$ cat src/rtl/core_pkg.sv
// Shared register-file types.
//   reg_idx_t / reg_data_t : default index and data widths of the core's register file
//   clr_state_e            : bulk-clear sequencer states
package core_pkg;
  localparam int unsigned DATA_W   = 16;
  localparam int unsigned NUM_REGS = 16;
  localparam int unsigned IDX_W    = $clog2(NUM_REGS);

  typedef logic [IDX_W-1:0]  reg_idx_t;
  typedef logic [DATA_W-1:0] reg_data_t;

  typedef enum logic {
    IDLE  = 1'b0,
    CLEAR = 1'b1
  } clr_state_e;
endpackage

$ cat src/rtl/regfile_clear_seq.sv
// Bulk-clear sequencer: walks the register array zeroing one entry per cycle.
//   clk, rstN  : clock, async active-low reset
//   clearReq   : start request, honoured only in IDLE
//   clrActive  : high for exactly NumRegs cycles while clearing
//   clrIdx     : entry zeroed at the coming edge
//   clrWe      : zero-write strobe for clrIdx
module regfile_clear_seq
  import core_pkg::*;
#(
  parameter int NumRegs    = 16,
  parameter int IndexWidth = $clog2(NumRegs)
) (
  input  logic                  clk,
  input  logic                  rstN,
  input  logic                  clearReq,
  output logic                  clrActive,
  output logic [IndexWidth-1:0] clrIdx,
  output logic                  clrWe
);
  localparam logic [IndexWidth-1:0] LastIdx = IndexWidth'(NumRegs - 1);

  clr_state_e            r_state;
  logic [IndexWidth-1:0] r_cnt;
  logic                  r_active;

  always_ff @(posedge clk or negedge rstN) begin
    if (!rstN) begin
      r_state  <= IDLE;
      r_cnt    <= '0;
      r_active <= 1'b0;
    end else begin
      case (r_state)
        IDLE: begin
          if (clearReq) begin
            r_state  <= CLEAR;
            r_cnt    <= '0;
            r_active <= 1'b1;
          end
        end
        CLEAR: begin
          // last entry zeroed on this edge; counter parks at 0 instead of wrapping
          if (r_cnt == LastIdx) begin
            r_state  <= IDLE;
            r_cnt    <= '0;
            r_active <= 1'b0;
          end else begin
            r_cnt <= r_cnt + 1'b1;
          end
        end
        default: begin
          r_state  <= IDLE;
          r_cnt    <= '0;
          r_active <= 1'b0;
        end
      endcase
    end
  end

  assign clrActive = r_active;
  assign clrIdx    = r_cnt;
  assign clrWe     = r_active;
endmodule

$ cat src/rtl/register_file_mp.sv
// Multi-ported register file with busy scoreboard and bulk clear.
//   writeEn/Addr/Data : M write ports, highest port index wins on address collision
//   readAddr/Data/Busy: N combinational read ports, optional same-cycle bypass
//   reserveEn/Addr    : marks a destination busy at the next edge
//   clearReq/clearBusy: sequenced zeroing of the whole array
module register_file_mp
  import core_pkg::*;
#(
  parameter int DataWidth     = DATA_W,
  parameter int NumRegs       = NUM_REGS,
  parameter int IndexWidth    = $clog2(NumRegs),
  parameter int NumReadPorts  = 2,
  parameter int NumWritePorts = 2,
  parameter int ZeroReg       = 0,
  parameter int Bypass        = 1
) (
  input  logic                                     clk,
  input  logic                                     rstN,
  input  logic [NumWritePorts-1:0]                 writeEn,
  input  logic [NumWritePorts-1:0][IndexWidth-1:0] writeAddr,
  input  logic [NumWritePorts-1:0][DataWidth-1:0]  writeData,
  input  logic [NumReadPorts-1:0][IndexWidth-1:0]  readAddr,
  output logic [NumReadPorts-1:0][DataWidth-1:0]   readData,
  output logic [NumReadPorts-1:0]                  readBusy,
  input  logic                                     reserveEn,
  input  logic [IndexWidth-1:0]                    reserveAddr,
  input  logic                                     clearReq,
  output logic                                     clearBusy
);
  logic [NumRegs-1:0][DataWidth-1:0] r_regs;
  logic [NumRegs-1:0]                r_busy;

  logic                              w_clrActive, w_clrWe;
  logic [IndexWidth-1:0]             w_clrIdx;
  logic                              w_clrStart, w_rsvEn;
  logic [NumWritePorts-1:0]          w_we;
  logic [NumRegs-1:0]                w_hit;
  logic [NumRegs-1:0][DataWidth-1:0] w_wdata;

  regfile_clear_seq #(.NumRegs(NumRegs), .IndexWidth(IndexWidth)) u_clr (
    .clk      (clk),
    .rstN     (rstN),
    .clearReq (clearReq),
    .clrActive(w_clrActive),
    .clrIdx   (w_clrIdx),
    .clrWe    (w_clrWe)
  );

  assign w_clrStart = clearReq & ~w_clrActive;
  assign w_rsvEn    = reserveEn & ~w_clrActive & ~((ZeroReg != 0) && (reserveAddr == '0));

  // Port writes are dead while clearing and never reach a hardwired zero reg;
  // masking here keeps bypass consistent with what actually lands.
  for (genvar p = 0; p < NumWritePorts; p++) begin : g_wport
    assign w_we[p] = writeEn[p] & ~w_clrActive & ~((ZeroReg != 0) && (writeAddr[p] == '0));
  end

  // Per-register write resolve: ascending scan so the highest port overrides.
  for (genvar r = 0; r < NumRegs; r++) begin : g_reg
    logic                 l_hit;
    logic [DataWidth-1:0] l_data;
    always_comb begin
      l_hit  = 1'b0;
      l_data = '0;
      for (int p = 0; p < NumWritePorts; p++) begin
        if (w_we[p] && (writeAddr[p] == IndexWidth'(r))) begin
          l_hit  = 1'b1;
          l_data = writeData[p];
        end
      end
    end
    assign w_hit[r]   = l_hit;
    assign w_wdata[r] = l_data;
  end

  for (genvar i = 0; i < NumReadPorts; i++) begin : g_rport
    logic                 l_hit;
    logic [DataWidth-1:0] l_data;
    logic                 l_zero;
    always_comb begin
      l_hit  = 1'b0;
      l_data = '0;
      for (int p = 0; p < NumWritePorts; p++) begin
        if (w_we[p] && (writeAddr[p] == readAddr[i])) begin
          l_hit  = 1'b1;
          l_data = writeData[p];
        end
      end
    end
    assign l_zero      = (ZeroReg != 0) && (readAddr[i] == '0);
    assign readData[i] = l_zero                     ? '0     :
                         ((Bypass != 0) && l_hit)   ? l_data : r_regs[readAddr[i]];
    assign readBusy[i] = l_zero                     ? 1'b0   :
                         ((Bypass != 0) && l_hit)   ? 1'b0   : r_busy[readAddr[i]];
  end

  always_ff @(posedge clk or negedge rstN) begin
    if (!rstN) begin
      r_regs <= '0;
      r_busy <= '0;
    end else begin
      for (int r = 0; r < NumRegs; r++) begin
        if (w_clrWe && (w_clrIdx == IndexWidth'(r))) r_regs[r] <= '0;
        else if (w_hit[r])                           r_regs[r] <= w_wdata[r];
        // clear start drops every reservation; reserve beats a same-cycle write
        if (w_clrStart)                                       r_busy[r] <= 1'b0;
        else if (w_rsvEn && (reserveAddr == IndexWidth'(r)))  r_busy[r] <= 1'b1;
        else if (w_hit[r])                                    r_busy[r] <= 1'b0;
      end
    end
  end

  assign clearBusy = w_clrActive;
endmodule

$ cat config.mk
export PLATFORM = sky130hd
export DESIGN_NAME = register_file_mp
export DESIGN_NICKNAME = d
export VERILOG_FILES = /design/src/rtl/core_pkg.sv /design/src/rtl/regfile_clear_seq.sv /design/src/rtl/register_file_mp.sv
export SDC_FILE = /design/constraint.sdc
export NUM_CORES = 1
export LEC_CHECK = 0
export CAP_MARGIN = 20
export CELL_PAD_IN_SITES_DETAIL_PLACEMENT = 0
export CELL_PAD_IN_SITES_GLOBAL_PLACEMENT = 1
export CORE_MARGIN = 8
export CORE_UTILIZATION = 45
export CTS_BUF_LIST = sky130_fd_sc_hd__clkbuf_2 sky130_fd_sc_hd__clkbuf_4 sky130_fd_sc_hd__clkbuf_8
export CTS_CLUSTER_SIZE = 16
export DETAILED_ROUTE_END_ITERATION = 8
export GPL_TIMING_DRIVEN = 0
export PLACE_DENSITY = 0.79
export REMOVE_ABC_BUFFERS = 1
export SLEW_MARGIN = 20
export SYNTH_ARGS = -nofsm -noshare
export SYNTH_HDL_FRONTEND = slang
export SYNTH_HIERARCHICAL = 1
export SYNTH_SLANG_ARGS = --single-unit
$ cat constraint.sdc
create_clock -name clk -period 6.55 [get_ports clk]
set_clock_uncertainty 0.2 [all_clocks]
set_input_delay 1.31 -clock clk [delete_from_list [all_inputs] [get_ports clk]]
set_output_delay 1.31 -clock clk [all_outputs]
set_load 0.005 [all_outputs]
Word level (Yosys, flattened, before mapping)
Index checks and enable logic that the tools add are counted.

storage, ports and cells
  register bits = 278
  output and inout port bits = 35
  logic and storage cells = 388

operators by class
  add/subtract/negate cells = 1
  $lt $le $gt $ge = 2
  equality and inequality tests = 66
  mux-type cells = 173
  bitwise gates (word level) = 6
  reductions and logical operators = 105

operator list
  kind                   number
  $mux W16               72
  $bmux W16 S4           2
  $eq A4 B4 Y1 const B   32
  $mux W1                92
  $logic_and A1 B1 Y1    68
  $eq A4 B3 Y1 const B   16
  $reduce_bool A3 Y1     16
  $eq A4 B2 Y1 const B   8
  $reduce_bool A2 Y1     16
  $eq A4 B1 Y1 const B   4
  $eq A4 B4 Y1           4
  $logic_not A4 Y1       4
  $lt A4 B5 Y1 const B   2
  $bmux W1 S4            2
  $mux W4                2
  $pmux W4 S2            1
  $add A4 B1 Y4 const B  1
  $and A1 B1 Y1          4
  $ne A2 B2 Y1 const B   2
  $pmux W1 S2            2
  $not A1 Y1             2
  $reduce_and A2 Y1      1

Longest topological paths before layout
Gate-level depths: netlist of run 1.

  depth in word-level cells = 8
  gate-level depth with buffers = 9
  mapped depth without buffers = 5

By module
The synthesis of run 1 kept the hierarchy.

modules (own cells, without submodules)
  module             instances  cells each  area each (µm²)
  register_file_mp   1          1600        18769.3
  regfile_clear_seq  1          29          312.8

Worst setup path after synthesis of run 1
OpenSTA, ideal clock, no wires.

  path type = input to output
  from = input readAddr[4] (netlist name)
  to = output readData[16] (netlist name)
  arrival = 2.836 ns
  data required time = 5.040 ns
  setup slack = 2.204 ns
  cell stages on the path = 6
  cells stage by stage = buf_2 -> buf_2 -> mux4_2 -> mux2_2 -> a21oi_1 -> mux2i_1

RTL lines
  element      line                    RTL
  from (decl)  register_file_mp.sv:22  input logic [NumReadPorts-1:0][IndexWidth-1:0] readAddr,
  to (decl)    register_file_mp.sv:23  output logic [NumReadPorts-1:0][DataWidth-1:0] readData,

==> reports/metrics.yaml, run 1 <==
slew_headroom_pct: 23.3
die_area_um2: 49300
rows: 75
routabilityCongestion: 0.839
peakVddDrop_mv: 0.159
maxSlewViolCount: 0
cpPeakStageDelay_ps: 870
crit_slowest_cell: "clkdlybuf4s50_1"
synthArstFlopShare_pct: 100
fin_crit_ps: 6450
root_buffer: "clkbuf_8"
synth.most_common_cell: "mux2i_1"
start_util_pct: 45.5
fmax_ghz: 0.155
drc_errors: 0
critPathMaxFanout: 15
nFillCells: 3553
drive_gt1_share_pct: 22.1
cts_buffers: 50
seq_area_frac_synth_pct: 36.5
dp_hpwl_mm: 41.7
track_usage_pct: 27.6
fin_util_pct: 51.1
h-tree-depth: 2
syn_avg_cell_area_um2: 11.7
yosys-top-cells-area: "dfrtp_1 (36%), mux2i_1 (18%), mux4_2 (16%)"
synth_edf_count: 0
grt_pass1_wl_mm: 103
routed-via-count: 15176
syn_to_final_growth_pct: 12.4
fin_crit_sh_pct: 98.5
core-area_um2: 41900
avgRoutedWirePerCell_um: 32.1
cp-end-kind: "output pin"
fin_nets: 1654
crit_type: "input pin to output pin"
final.setup.worst_slack_ps: 101
preCtsSetupSlack_ps: 229
ant_nets: 0
clk_pin_slew_ps: 60
grt_antenna_before_repair: 0
postSynthCellCount: 1629
met2_usage_pct: 42.9
drt-initial-drc-count: 1947
place_area_um2: 20400
synth_commonest_cells: "mux2i_1 (343), dfrtp_1 (278), nor2_1 (156), o2bb2ai_1 (150), mux4_2 (138)"
tightest_slew_ps: 1150
dieHeight_um: 222
rsz0062_at_grt: "false"
path_cells: "clkdlybuf4s50_1 > xnor2_1 > nand3_1 > nor3_1 > nand2b_2 > mux2i_1 > clkdlybuf4s50_1"
setup_viol: 0
cp.arrival_ps: 4940
finalHoldViolations: 0
synthesis.area_um2: 19100
dieWidth_um: 222
yosysWarnings: 6
report.power.total_uw: 7510
drt_first_pass_iters: 8
wirelength_mm: 69.5
synth_cell_types: 69
hp-class: "register to register"
required_ps: 5040
clock_sinks: 278
met3_usage_pct: 8.05
critPathLaunchType: "input pin"
cts_buffer_depth: 3
grt_start_max_net_pins: 92
port_buffers: 92
overflow: 0
cts_tree: "done"
viasPerCell: 7.00
holdWs_ps: 308
ios: 93
synth_top_area_share_pct: 36.5
drv_cap: 0
status: "completed"
grt_pass1_vias: 15586
antenna_cells: 0
power.density_nw_per_um2: 350
final_area_um2: 21400
grt_use_met1_pct: 35.7
synth_ff_type: "dfrtp_1"
ys_ff_latch: 278
cpMostUsedCell: "clkdlybuf4s50_1"
insertion_delay_ps: 600
top_usage_layer: "met2"
yosysTopAreaCell: "dfrtp_1"
leakagePower_uw: 0.00950
-- per-stage QoR --
stage / instances / setup TNS [ps]
floorplan: 1425 / 0
global placement: 2056 / -2587630
detailed placement: 2082 / 0
CTS: 2167 / 0
global route: 2167 / 0
finish: 2167 / 0
-- state kept, by name, summed over array words and instances (netlist names) --
| name | flops |
|---|---|
| r_regs | 256 |
| r_busy | 16 |
| u_clr/clrIdx | 4 |
| u_clr/clrActive | 1 |
| u_clr/r_state | 1 |
-- final timing paths --
path	startpoint	to	slack [ps]	cells past startpoint
setup / recovery	writeAddr[2]	readData[15]	100	7
hold / removal	r_regs[178]	r_regs[178]	310	1
setup reg to reg	u_clr/clrActive	r_regs[156]	3180	5
hold reg to reg	r_regs[178]	r_regs[178]	310	1
max in group asynchronous	rstN	r_regs[211]	4520	3
min in group asynchronous	rstN	r_regs[126]	380	1
-- placed cells by master, fill, tap and decap left out, types with 17 or more instances in the layout --
master | synthesis | layout
a211oi_1 | 96 | 96
a21oi_1 | 32 | 32
clkbuf_4 | 0 | 17
clkbuf_8 | 0 | 62
clkdlybuf4s50_1 | 0 | 83
dfrtp_1 | 278 | 278
mux2_2 | 23 | 23
mux2i_1 | 343 | 343
mux4_2 | 138 | 138
nand2_1 | 27 | 19
nor2_1 | 156 | 148
o2bb2ai_1 | 150 | 150
-- worst max-delay path: cells and delay by family --
kind                   cells  cell delay, ps
AND/OR/NAND/NOR            3            1330
XOR/XNOR                   1             190
multiplexers               1             600
buffers and inverters      2            1510
-- cells by family (layout without fill, tap and decap cells) --
logic type               Yosys count  after routing  share of synthesized area, %
multiplexers                     504            504                          35.6
AO/OA/AOI/OAI                    346            346                          14.7
flip-flops                       278            278                          36.5
AND/OR/NAND/NOR                  276            276                          7.22
buffers and inverters            210            209                          5.25
XOR/XNOR                          14             14                         0.643
adder cells (fa/ha/maj)            1              1                        0.0656
-- layer usage --
layer / vias up / routed length, um
met5: - / 0
met4: 0 / 2910
met3: 202 / 7530
met2: 939 / 31700
met1: 7826 / 27300
li1: 6209 / -
-- report_power, final --
part	total (uW)	leakage, uW	internal (uW)	switching, uW
sequential	3000	0.00367	2400	598
clock	1720	0.000541	943	774
combinational	2790	0.00529	1540	1250
-- cell type report --
cell class	count	area, um2	area share (%)
Sequential cell	278	6960	32.4
Timing Repair Buffer	118	1450	6.75
Clock buffer	79	981	4.58
Tap cell	539	674	3.15
Inverter	6	22.5	0.105
Clock inverter	6	38.8	0.181
Multi-Input combinational cell	1141	11300	52.8
-- repair_timing --
item | 4_1_cts | 5_1_grt
setup buffers | 0 | 0
endpoints found under the setup margin | 0 | 1
hold buffers | 0 | 0
resized for setup | 0 | 1
Note: power is estimated with default switching activity, not from simulation.
==> run 2: changes to the inputs <==
- PLACE_DENSITY: 0.79 -> 0.75
==> run 2 against run 1 <==
Net effect:
- clock-buffer cell count increased by 3
- fmax is 1.1% higher
- utilization fell by 0.18 points
- via count shrank 2.2%
- wire length down 5.9%
- die area stayed put
- combinational power about the same
- critical path type unchanged
- largest cell class unchanged
==> reports/metrics.yaml, run 2 (synthesis gave the netlist of run 1 again) <==
avgRoutedWirePerCell_um: 30.0
ios: 93
syn_to_final_growth_pct: 12.0
place_area_um2: 20200
crit_slowest_cell: "nand2b_2"
core-area_um2: 41900
fmax_ghz: 0.157
dp_hpwl_mm: 41.2
stdcell_count: 2177
h-tree-depth: 2
slew_headroom_pct: 22.0
switching_share_pct: 34.6
hp-class: "register to register"
drt_first_pass_iters: 5
largest_reg_flops: 256
fin_nets: 1657
layout_common_cells: "mux2i_1 (343), dfrtp_1 (278), o2bb2ai_1 (150), nor2_1 (148), mux4_2 (138)"
fin_crit_ps: 6380
layout_commonest_cell: "mux2i_1"
crit_type: "input pin to output pin"
path_cells: "clkdlybuf4s50_1 > xor2_1 > nor3_1 > nand3_2 > nand2b_2 > mux2i_1 > clkdlybuf4s50_1"
start_util_pct: 45.5
critPathMaxFanout: 19
tightest_slew_ps: 1150
cts_buffer_depth: 3
report.power.total_uw: 7580
root_buffer: "clkbuf_8"
cp.arrival_ps: 4870
clock_sinks: 278
required_ps: 5040
dieHeight_um: 222
insertion_delay_ps: 640
grt_pass1_vias: 15045
final.setup.worst_slack_ps: 169
cts_buffers: 51
pwr-share-clk_pct: 23.9
power.density_nw_per_um2: 355
rows: 75
dieWidth_um: 222
cpPeakStageDelay_ps: 740
status: "completed"
dpl.cell_count: 2082
die_area_um2: 49300
setup_viol: 0
cts_tree: "done"
finalHoldViolations: 0
peakVddDrop_mv: 0.156
cp-end-kind: "output pin"
grt_pass1_wl_mm: 98.6
cpMostUsedCell: "clkdlybuf4s50_1"
drc_errors: 0
routabilityCongestion: 0.929
port_buffers: 92
fin_util_pct: 50.9
preCtsSetupSlack_ps: -183
top_register: "r_regs"
drv_cap: 0
maxSlewViolCount: 0
p_int_uw: 4950
rsz0062_at_grt: "false"
pwr-share-comb_pct: 36.8
fin_crit_sh_pct: 97.4
critPathLaunchType: "input pin"
final_area_um2: 21400
seqPwrFrac_pct: 39.3
drive_gt1_share_pct: 22.3
viasPerCell: 6.82
power.switching_uw: 2630
hold_buffers: 0
leakagePower_uw: 0.00950
track_usage_pct: 26.2
drt-initial-drc-count: 1386
ant_nets: 0
routed-via-count: 14849
overflow: 0
grt_start_max_net_pins: 95
clk_pin_slew_ps: 60
wirelength_mm: 65.4
grt_antenna_before_repair: 0
-- run 2: changes by cell type in the layout (fill, tap and decap cells not counted), moves of 2 or more --
cell and change:
clkinv_2 +5, buf_16 -2, nand2b_1 +3, nor2_2 +11, buf_12 -8, nand2b_2 -3
clkbuf_8 +5, buf_8 +9, o21ai_2 +6, nor2_4 -11, buf_6 +4, o21ai_4 -6
-- run 2: layer usage --
| layer | wire length (um) | GRT usage, % |
|---|---|---|
| met5 | 0 | 0 |
| met4 | 2570 | 11.5 |
| met3 | 5810 | 5.30 |
| met2 | 30200 | 41.1 |
| met1 | 26800 | 34.9 |
-- run 2: path summary, 6_finish.rpt --
check	startpoint	cells after the start	to	slack (ps)
setup reg to reg	u_clr/clrActive	5	r_regs[72]	3020
max in group asynchronous	rstN	3	r_regs[249]	4580
setup / recovery	writeAddr[7]	7	readData[11]	170
min in group asynchronous	rstN	1	r_busy[10]	400
hold reg to reg	r_regs[249]	1	r_regs[249]	300
hold / removal	r_regs[249]	1	r_regs[249]	300
-- run 2: worst max-delay path: cells and delay by family --
kind / cells / cell delay (ps)
mux: 1 / 460
xor+xnor: 1 / 270
buf+inv: 2 / 1260
simple gates: 3 / 1540
-- run 2: cell type report --
class | count | area [um2]
diodes | 1 | 2.50
clock buffers | 82 | 1030
clock inverters | 10 | 56.3
fillers | 3626 | 20600
inverters | 6 | 22.5
multi-input cells | 1141 | 11200
flip-flops and latches | 278 | 6960
well taps | 539 | 674
repair buffers | 120 | 1410
-- run 2: power groups by stage --
stage	Clock (uW)	Sequential, uW	Combinational, uW
6_report	1810	2980	2790
4_1_cts	1830	2950	2770
3_3_place_gp	0	2940	2670
2_1_floorplan	0	2780	1830
3_5_place_dp	0	2960	2760
5_1_grt	1910	3060	2970
-- run 2: timing repair --
item | CTS | global route
pin swaps | 0 | 0
setup endpoints to repair | 15 | 7
resized for setup | 2 | 2
endpoints found under the hold margin | 0 | 0
buffers inserted | 0 | 0
-- run 2: metrics by stage --
step,hold slack [ps],TNS (ps)
4_1_cts,307,0
3_3_place_gp,283,-2589600
3_5_place_dp,289,-1390
2_1_floorplan,267,0
5_1_grt,316,0
6_report,303,0
